**config.mk**
```make
export PLATFORM = sky130hd
export DESIGN_NAME = unidade_controle_multiciclo
export DESIGN_NICKNAME = d
export VERILOG_FILES = /design/src/rtl/pc3_pkg.sv /design/src/rtl/unidade_controle_multiciclo_contador_espera.sv /design/src/rtl/unidade_controle_multiciclo.sv
export SDC_FILE = /design/constraint.sdc
export NUM_CORES = 1
export LEC_CHECK = 0
export CORE_MARGIN = 2
export CORE_UTILIZATION = 50
export DETAILED_ROUTE_END_ITERATION = 10
export PLACE_DENSITY = 0.85
export SLEW_MARGIN = 30
export SYNTH_ARGS = -nofsm -noshare
export SYNTH_HDL_FRONTEND = slang
export SYNTH_SLANG_ARGS = --single-unit
```
**constraint.sdc**
```tcl
create_clock -name clock -period 6.04 [get_ports clock]
set_input_delay 0.906 -clock clock [delete_from_list [all_inputs] [get_ports clock]]
set_output_delay 0.906 -clock clock [all_outputs]
set_load 0.03 [all_outputs]
```
**src/rtl/pc3_pkg.sv**
```systemverilog
// Shared definitions for the PC3 multicycle control unit: opcodes, FSM states,
// ALU operation codes and datapath mux select codes.
package pc3_pkg;

    typedef enum logic [2:0] {
        BUSCA      = 3'd0,
        DECODIFICA = 3'd1,
        EXECUTA    = 3'd2,
        MEMORIA    = 3'd3,
        ESCRITA    = 3'd4,
        PARADO     = 3'd5
    } estado_t;

    localparam logic [5:0] OP_R    = 6'b000000;
    localparam logic [5:0] OP_ADDI = 6'b001000;
    localparam logic [5:0] OP_LW   = 6'b100011;
    localparam logic [5:0] OP_SW   = 6'b101011;
    localparam logic [5:0] OP_BEQ  = 6'b000100;
    localparam logic [5:0] OP_JMP  = 6'b000010;
    localparam logic [5:0] OP_HLT  = 6'b111111;

    localparam logic [5:0] FUNCT_ADD = 6'b100000;
    localparam logic [5:0] FUNCT_SUB = 6'b100010;
    localparam logic [5:0] FUNCT_AND = 6'b100100;
    localparam logic [5:0] FUNCT_OR  = 6'b100101;
    localparam logic [5:0] FUNCT_SLT = 6'b101010;

    localparam logic [3:0] ULA_ADD = 4'b0000;
    localparam logic [3:0] ULA_SUB = 4'b0001;
    localparam logic [3:0] ULA_AND = 4'b0010;
    localparam logic [3:0] ULA_OR  = 4'b0011;
    localparam logic [3:0] ULA_SLT = 4'b0100;

    localparam logic [1:0] EXT_ARIT   = 2'b00;
    localparam logic [1:0] EXT_SALTO  = 2'b01;
    localparam logic [1:0] EXT_DESLOC = 2'b10;

    localparam logic [1:0] PCF_MAIS4  = 2'b00;
    localparam logic [1:0] PCF_DESVIO = 2'b01;
    localparam logic [1:0] PCF_SALTO  = 2'b10;

    localparam logic [1:0] SRCB_REG    = 2'b00;
    localparam logic [1:0] SRCB_CONST4 = 2'b01;
    localparam logic [1:0] SRCB_IMED   = 2'b10;

    // R-type funct field to ALU operation; unknown functs fall back to add.
    function automatic logic [3:0] ula_op_funct(input logic [5:0] funct);
        case (funct)
            FUNCT_ADD: return ULA_ADD;
            FUNCT_SUB: return ULA_SUB;
            FUNCT_AND: return ULA_AND;
            FUNCT_OR:  return ULA_OR;
            FUNCT_SLT: return ULA_SLT;
            default:   return ULA_ADD;
        endcase
    endfunction

    function automatic logic opcode_valido(input logic [5:0] op);
        case (op)
            OP_R, OP_ADDI, OP_LW, OP_SW, OP_BEQ, OP_JMP, OP_HLT: return 1'b1;
            default: return 1'b0;
        endcase
    endfunction

endpackage

```
**src/rtl/unidade_controle_multiciclo_contador_espera.sv**
```systemverilog
// Memory wait counter: cleared on entry to an access state, counts cycles
// without mem_pronto and flags estouro when the count reaches ESPERA_MAX.
module contador_espera #(
    parameter int unsigned ESPERA_MAX = 255
) (
    input  logic clock,
    input  logic reset_n,
    input  logic limpa,
    input  logic habilita,
    output logic estouro
);

    localparam logic [15:0] LIMITE = 16'(ESPERA_MAX);

    logic [15:0] conta_q, conta_d;

    // Next count: clear has priority over counting.
    always_comb begin
        conta_d = conta_q;
        if (limpa) begin
            conta_d = '0;
        end else if (habilita) begin
            conta_d = conta_q + 16'd1;
        end
    end

    // Count register.
    always_ff @(posedge clock or negedge reset_n) begin
        if (!reset_n) begin
            conta_q <= '0;
        end else begin
            conta_q <= conta_d;
        end
    end

    assign estouro = (conta_q == LIMITE);

endmodule

```
**src/rtl/unidade_controle_multiciclo.sv**
```systemverilog
// Multicycle control FSM for the PC3 datapath (fetch/decode/execute/memory/
// writeback). Optional retired-instruction counter enabled by the macro
// PC3_CONTADOR_INSTR_EN, which adds the instr_retiradas port.
module unidade_controle_multiciclo
    import pc3_pkg::*;
#(
    parameter int unsigned ESPERA_MAX = 255
) (
    input  logic        clock,
    input  logic        reset_n,
    input  logic [31:0] instrucao,
    input  logic        mem_pronto,
    input  logic        ula_zero,
    output logic        pc_escreve,
    output logic [1:0]  pc_fonte,
    output logic        ir_escreve,
    output logic        mem_le,
    output logic        mem_escreve,
    output logic        mem_end_sel,
    output logic        reg_escreve,
    output logic        reg_dado_sel,
    output logic [1:0]  ula_src_b,
    output logic [3:0]  ula_op,
    output logic [1:0]  ext_selecao,
    output logic        parado,
    output logic        falha,
    output logic [2:0]  estado
`ifdef PC3_CONTADOR_INSTR_EN
    ,
    output logic [31:0] instr_retiradas
`endif
);

    estado_t     estado_q, estado_d;
    logic [5:0]  opcode_q, opcode_d;
    logic [1:0]  ext_selecao_q, ext_selecao_d;
    logic        falha_q, falha_d;
    logic        estouro, cont_limpa, cont_habilita;
    logic [5:0]  op_ir, funct_ir;
    logic        unused_instr;

    assign op_ir        = instrucao[31:26];
    assign funct_ir     = instrucao[5:0];
    assign unused_instr = ^instrucao[25:6];

    // The wait counter restarts on every entry to an access state and only
    // advances while an access is outstanding.
    assign cont_limpa    = ((estado_d == BUSCA) || (estado_d == MEMORIA)) && (estado_d != estado_q);
    assign cont_habilita = ((estado_q == BUSCA) || (estado_q == MEMORIA)) && !mem_pronto;

    contador_espera #(.ESPERA_MAX(ESPERA_MAX)) u_contador_espera (
        .clock    (clock),
        .reset_n  (reset_n),
        .limpa    (cont_limpa),
        .habilita (cont_habilita),
        .estouro  (estouro)
    );

    // Next state, opcode latch, extender select and sticky fault.
    always_comb begin
        estado_d      = estado_q;
        opcode_d      = opcode_q;
        ext_selecao_d = ext_selecao_q;
        falha_d       = falha_q;
        case (estado_q)
            BUSCA: begin
                if (mem_pronto) begin
                    estado_d = DECODIFICA;
                end else if (estouro) begin
                    falha_d  = 1'b1;
                    estado_d = PARADO;
                end
            end
            DECODIFICA: begin
                opcode_d = op_ir;
                case (op_ir)
                    OP_ADDI: begin
                        ext_selecao_d = EXT_ARIT;
                        estado_d      = EXECUTA;
                    end
                    OP_LW, OP_SW, OP_BEQ: begin
                        ext_selecao_d = EXT_DESLOC;
                        estado_d      = EXECUTA;
                    end
                    OP_R:    estado_d = EXECUTA;
                    OP_JMP: begin
                        ext_selecao_d = EXT_SALTO;
                        estado_d      = BUSCA;
                    end
                    OP_HLT:  estado_d = PARADO;
                    default: begin
                        falha_d  = 1'b1;
                        estado_d = BUSCA;
                    end
                endcase
            end
            EXECUTA: begin
                case (opcode_q)
                    OP_BEQ:       estado_d = BUSCA;
                    OP_LW, OP_SW: estado_d = MEMORIA;
                    default:      estado_d = ESCRITA;
                endcase
            end
            MEMORIA: begin
                if (mem_pronto) begin
                    estado_d = (opcode_q == OP_LW) ? ESCRITA : BUSCA;
                end else if (estouro) begin
                    falha_d  = 1'b1;
                    estado_d = PARADO;
                end
            end
            ESCRITA: estado_d = BUSCA;
            PARADO:  estado_d = PARADO;
            default: estado_d = BUSCA;
        endcase
    end

    // Datapath controls from the current state; all forced low while reset
    // is asserted so an interrupted access is dropped at once.
    always_comb begin
        pc_escreve   = 1'b0;
        pc_fonte     = PCF_MAIS4;
        ir_escreve   = 1'b0;
        mem_le       = 1'b0;
        mem_escreve  = 1'b0;
        mem_end_sel  = 1'b0;
        reg_escreve  = 1'b0;
        reg_dado_sel = 1'b0;
        ula_src_b    = SRCB_REG;
        ula_op       = ULA_ADD;
        if (reset_n) begin
            case (estado_q)
                BUSCA: begin
                    mem_le = !(estouro && !mem_pronto);
                    if (mem_pronto) begin
                        ir_escreve = 1'b1;
                        pc_escreve = 1'b1;
                    end
                end
                DECODIFICA: begin
                    if (op_ir == OP_JMP) begin
                        pc_escreve = 1'b1;
                        pc_fonte   = PCF_SALTO;
                    end
                end
                EXECUTA: begin
                    case (opcode_q)
                        OP_R: begin
                            ula_src_b = SRCB_REG;
                            ula_op    = ula_op_funct(funct_ir);
                        end
                        OP_BEQ: begin
                            ula_src_b = SRCB_REG;
                            ula_op    = ULA_SUB;
                            if (ula_zero) begin
                                pc_escreve = 1'b1;
                                pc_fonte   = PCF_DESVIO;
                            end
                        end
                        default: ula_src_b = SRCB_IMED;
                    endcase
                end
                MEMORIA: begin
                    mem_end_sel = 1'b1;
                    if (opcode_q == OP_LW) begin
                        mem_le = !(estouro && !mem_pronto);
                    end else begin
                        mem_escreve = !(estouro && !mem_pronto);
                    end
                end
                ESCRITA: begin
                    reg_escreve  = 1'b1;
                    reg_dado_sel = (opcode_q == OP_LW);
                end
                default: ;
            endcase
        end
    end

`ifdef PC3_CONTADOR_INSTR_EN
    logic [31:0] retiradas_q, retiradas_d;
    logic        conclui;

    // An instruction retires when control returns to BUSCA, except when the
    // return was caused by an invalid opcode.
    always_comb begin
        conclui     = (estado_d == BUSCA) && (estado_q != BUSCA) &&
                      !((estado_q == DECODIFICA) && !opcode_valido(op_ir));
        retiradas_d = retiradas_q + {31'd0, conclui};
    end

    assign instr_retiradas = retiradas_q;
`endif

    // FSM state and registered status.
    always_ff @(posedge clock or negedge reset_n) begin
        if (!reset_n) begin
            estado_q      <= BUSCA;
            opcode_q      <= OP_R;
            ext_selecao_q <= EXT_ARIT;
            falha_q       <= 1'b0;
`ifdef PC3_CONTADOR_INSTR_EN
            retiradas_q   <= '0;
`endif
        end else begin
            estado_q      <= estado_d;
            opcode_q      <= opcode_d;
            ext_selecao_q <= ext_selecao_d;
            falha_q       <= falha_d;
`ifdef PC3_CONTADOR_INSTR_EN
            retiradas_q   <= retiradas_d;
`endif
        end
    end

    assign ext_selecao = ext_selecao_q;
    assign falha       = falha_q;
    assign parado      = (estado_q == PARADO);
    assign estado      = estado_q;

endmodule

```
-- Word level (Yosys, flattened, before mapping)
Cells that the tools add are included.
- flip-flop bits (word level): 28
- logic and storage cells: 98
- memory bits (read-only): 0
- memories: 0
- RAM bits: 0
- latch bits: 0
- bits of input ports: 36
- bitwise gates (word level): 0
- reduce and logical (&&, ||, !) cells: 22
- div/mod/pow operators: 0
- shift-type cells: 0
- add/subtract/negate cells: 1
- eq/ne operators: 24
- order comparisons: 0
- multiplexer cells: 46
- multipliers: 0
- operators with widths (cell ; number):
    $eq A6 B6 Y1 const B ; 9
    $mux W16 ; 2
    $mux W1 ; 23
    $mux W3 ; 6
    $pmux W3 S2 ; 3
    $add A16 B1 Y16 const B ; 1
    $eq A16 B8 Y1 const B ; 1
    $pmux W3 S5 ; 1
    $eq A6 B3 Y1 const B ; 2
    $logic_not A6 Y1 ; 2
    $pmux W3 S4 ; 1
    $mux W2 ; 5
    $eq A3 B2 Y1 const B ; 3
    $reduce_or A7 Y1 ; 1
    $eq A3 B3 Y1 const B ; 2
    $eq A6 B2 Y1 const B ; 1
    $eq A6 B4 Y1 const B ; 1
    $logic_not A3 Y1 ; 2
    $pmux W2 S3 ; 1
    $reduce_or A2 Y1 ; 3
    $reduce_or A5 Y1 ; 1
    $ne A2 B2 Y1 const B ; 2
    $pmux W1 S2 ; 2
    $pmux W2 S2 ; 1
    other kinds (12) ; 17

-- Logic depth before layout (Yosys ltp)
- word-level depth: 8
- mapped depth: 7
- mapped depth without buffers: 6

-- By module
From an unflattened synthesis, not the netlist that was laid out.
- cells, all modules: 214
- area, all modules: 1861.8 sq um
- modules (own cells, without submodules) (module ; area an instance (sq um) ; times used ; cells an instance):
    unidade_controle_multiciclo ; 991.0 ; 1 ; 124
    contador_espera ; 870.8 ; 1 ; 90

-- Least setup slack after synthesis
Ideal clock, no wire load.
- kind: reg-to-output
- start: reg opcode_q[0]
- end: out ula_op[0]
- stages on the path, launching flop included: 6
- setup slack: 2.804 ns
- arrival: 2.330 ns
- path buffers: 0
- cell sequence: dfrtp_1 or4_4 nor2_4 nand3_1 nor3_1 o2bb2ai_1
- word-level cells in the longest chain between the ends: 4
- elaborated cells on any way between the ends: 5
- classes of those cells: eq/ne: 1; mux: 3; reduce/logical: 1
- ends and longest elaborated chain (item ; RTL line ; text):
    start: declaration ; unidade_controle_multiciclo.sv:35 ; logic [5:0] opcode_q, opcode_d;
    start signal: assignment ; unidade_controle_multiciclo.sv:207 ; opcode_q <= opcode_d;
    $eq A6 B3 Y1 or $logic_not A6 Y1 (tied branches) ; unidade_controle_multiciclo.sv:147 ; case (opcode_q)
    $pmux W3 S2 * ; unidade_controle_multiciclo.sv:147 ;
    $mux W3 * ; unidade_controle_multiciclo.sv:132 ; case (estado_q)
    $mux W3 * ; unidade_controle_multiciclo.sv:131 ; if (reset_n) begin
    end: declaration ; unidade_controle_multiciclo.sv:23 ; output logic [3:0] ula_op,
Every way passes the cells marked *; elsewhere a longest branch is shown, timed or not.

-- Worst setup path after layout
- start: in instrucao[26]
- end: out pc_escreve
- word-level cells in the longest chain between the ends: 4
- ends and longest elaborated chain (item ; RTL line ; text):
    start: declaration ; unidade_controle_multiciclo.sv:11 ; input logic [31:0] instrucao,
    $eq A6 B2 Y1 ; unidade_controle_multiciclo.sv:141 ; if (op_ir == OP_JMP) begin
    $mux W1 ; unidade_controle_multiciclo.sv:141 ;
    $pmux W1 S3 ; unidade_controle_multiciclo.sv:132 ;
    $mux W1 ; unidade_controle_multiciclo.sv:131 ;
    end: declaration ; unidade_controle_multiciclo.sv:14 ; output logic pc_escreve,
No other way between the ends.

==> metrics.md <==
| Metric | Value |
|---|---|
| Status | `complete, no violations` |
| Post-layout net count | `279` |
| Register bit total from synthesis | `28` |
| Worst-case vdd ir drop | `0.175 mV` |
| Reg2reg setup slack | `3.64 ns` |
| Post-route cell area | `0.00228 mm^2` |
| Clock Path Buffers | `2` |
| DRC errors left | `0` |
| Starting DRT DRC Count | `93` |
| Fin util | `62.9%` |
| Hold path start | `falha$_DFFE_PN0P_` |
| Worst Path Max Fanout | `7` |
| Worst slew pin tran | `0.851 ns` |
| Largest net degree at the start of global routing | `21` |
| Initial antenna violation count | `0` |
| Yosys top cell area share | `37.6%` |
| DP HPWL | `2960 um` |
| Setup WS pre-CTS | `1.94 ns` |
| Die height | `65.0 um` |
| Hold crit path type | `register to register` |
| Reg clk slew, reported paths | `0.09 ns` |
| RSZ-0062 raised after global routing | `false` |
| Unique masters post-synth | `50` |
| Avg Inst Size Synth | `8.74 um^2` |
| Reg2reg start | `estado[1]$_DFF_PN0_` |
| Most used flip-flop cell after synthesis | `dfrtp_1` |
| Sequential-to-total area share from yosys stat | `37.6%` |
| Rows | `22` |
| Number of port buffers | `35` |
| Mapped Cells | `213` |
| # resized after CTS | `0` |
| Synth area leaders | `dfrtp_1 38%, nor3_1 5.9%, xor2_1 5.2%` |
| Die W | `65.0 um` |
| PwrDens | `301 mW/mm^2` |
| Static leakage | `0.000925 uW` |
| Num CTS Buffers | `3` |
| Wirelength, routed | `4090 um` |
| Root buffer cell | `clkbuf_8` |
| Required time of the critical path | `5.13 ns` |
| Worst rel slew slack | `42.8%` |
| GR Overflow Total | `0` |
| TritonCTS clock tree | `done` |
| Global placement routability congestion | `0.817` |
| Vias in the first global route | `1522` |
| Core area | `0.00363 mm^2` |
| Setup CP Type | `primary input to output pin` |
| WL per Instance | `14.1 um` |
| Post-synth EDFFs | `0` |
| Die area | `0.00423 mm^2` |
| Final setup fails | `0` |
| # diodes | `0` |
| Sink Count | `28` |
| First-pass GRT wire length | `6910 um` |
| Final Hold Violating Endpoints | `0` |
| Type of origin of the critical path | `primary input` |
| Setup TNS | `0 ns` |
| Setup Buffers After CTS | `0` |
| Starting Density | `51.2%` |
| Largest area contributor in the netlist | `dfrtp_1` |
| Hold Crit Depth | `1` |
| Data arrival time of the critical path | `3.18 ns` |
| Routed Antenna Nets | `0` |
| Num ports | `58` |
| Final setup margin | `1.96 ns` |
| Gr usage total | `20.8%` |
| Max_cap viols | `0` |
| Final Max Tran Viols | `0` |
| Placed Area | `0.00221 mm^2` |
| Max Freq | `0.245 GHz` |
| Worst Hold Endpoint | `falha$_DFFE_PN0P_` |
| H-tree Lvls | `1` |
| Layout area overhead | `22.7%` |
| Synth warnings | `0` |
| Critical R2R Capture | `u_contador_espera.conta_q[5]$_DFFE_PN0P_` |
| Clk_skew | `0.00391 ns` |
| Ys async rst share | `100%` |
| Worst reg2reg path depth | `5` |
| Post-Syn Area | `0.00186 mm^2` |
| Critical Path End Type | `output pin` |
| Vias per std cell | `5.77` |
| Vias | `1668` |
| Clk_lat worst skew | `0.27 ns` |
| Ratio of final minimum period to clock period | `67.6%` |
| Layout cell share with drive strength beyond 1 | `7.88%` |
| Drt first pass iters | `5` |
| Hold_buf cts | `0` |
| Tmin final | `4.08 ns` |
## worst max-delay path by stage
stage                 end               startpoint  cells past startpoint
4_1_cts         ula_op[0]                  reset_n                      5
3_5_place_dp    ula_op[0]                  reset_n                      5
6_report       pc_escreve            instrucao[26]                      7
3_3_place_gp    ula_op[0]                  reset_n                      5
5_1_grt         ula_op[0]                  reset_n                      5
2_1_floorplan   ula_op[0]  opcode_q[0]$_DFFE_PN0P_                      5
## synth_stat cells (3+ instances only)
library cell / instances
a21oi_1: 4
nor2b_1: 3
nor2_1: 18
dfrtp_1: 28
nand4_1: 4
o21ai_0: 6
buf_2: 5
nand2_1: 20
xor2_1: 11
and3_1: 8
xnor2_1: 7
clkbuf_1: 4
inv_1: 5
nor3_1: 22
mux2_2: 5
nor4_1: 5
and2_1: 3
and4_1: 4
nand3_1: 14
## kinds of logic (layout without fill, tap and decap cells)
| family | count (synthesis) | in the layout | synth area share, % |
|---|---|---|---|
| buf+inv | 18 | 45 | 4.77 |
| compound gates | 26 | 26 | 9.48 |
| other cells | 1 | 2 | 0.201 |
| simple gates | 115 | 115 | 35.2 |
| flops | 28 | 28 | 37.6 |
| xor+xnor | 18 | 18 | 8.47 |
| fa+ha+maj | 1 | 1 | 0.672 |
| mux | 6 | 6 | 3.56 |
## power by group
part / total (uW) / internal (uW) / switching (uW) / leakage [uW]
logic: 263 / 113 / 150 / 0.000522
clock network: 146 / 88.7 / 57.2 / 0.0000357
registers: 280 / 221 / 59.1 / 0.000368
## cell type report
cell class	instances	area, um^2
Clock inverter	1	30.0
Fill cell	316	1350
Sequential cell	28	701
Inverter	5	18.8
Clock buffer	3	41.3
Timing Repair Buffer	36	358
Multi-Input combinational cell	168	1080
Tap cell	48	60.1
## cells in the final DEF (no fill, tap or decap), types with 3 or more instances in the layout
cell type / synthesis / final
nand2_1: 20 / 20
nand3_1: 14 / 14
dfrtp_1: 28 / 28
and3_1: 8 / 8
xor2_1: 11 / 11
nor2_1: 18 / 18
nor3_1: 22 / 22
a21oi_1: 4 / 4
and2_1: 3 / 3
mux2_2: 5 / 5
clkbuf_8: 0 / 3
nor2b_1: 3 / 3
and4_1: 4 / 4
nor4_1: 5 / 5
xnor2_1: 7 / 7
o21ai_0: 6 / 6
nand4_1: 4 / 4
inv_1: 5 / 5
clkdlybuf4s50_1: 0 / 35
## worst max-delay path: stages
cell and delay [ns]:
clkdlybuf4s50_1 0.51, nor3_1 0.41, and4_1 0.32, a41oi_1 0.06, o22ai_1 0.17, and2_1 0.14, clkdlybuf4s50_1 0.66
## sequential cells by signal, summed over array words and instances, names as in the netlist
name,flops
opcode_q,6
falha,1
u_contador_espera.conta_q,16
ext_selecao,2
estado,3
## stage by stage
| step | instances | hold slack, ns | power, uW |
|---|---|---|---|
| after floorplan | 214 | 0.517 | 469 |
| after detailed placement | 285 | 0.465 | 542 |
| after global placement | 285 | 0.478 | 535 |
| after CTS | 289 | 0.505 | 690 |
| after global routing | 289 | 0.542 | 730 |
| final | 289 | 0.513 | 688 |
## per-layer routing
layer,routed length [um],share of wire [%],vias to the layer above,global-route usage (%)
li1,-,-,825,-
met1,2010,49,813,29.5
met2,1940,47,28,34.4
met3,119,2.9,2,2.78
met4,25,0.61,0,4.43
met5,0,0,-,0
(Power assumes the default switching activity.)
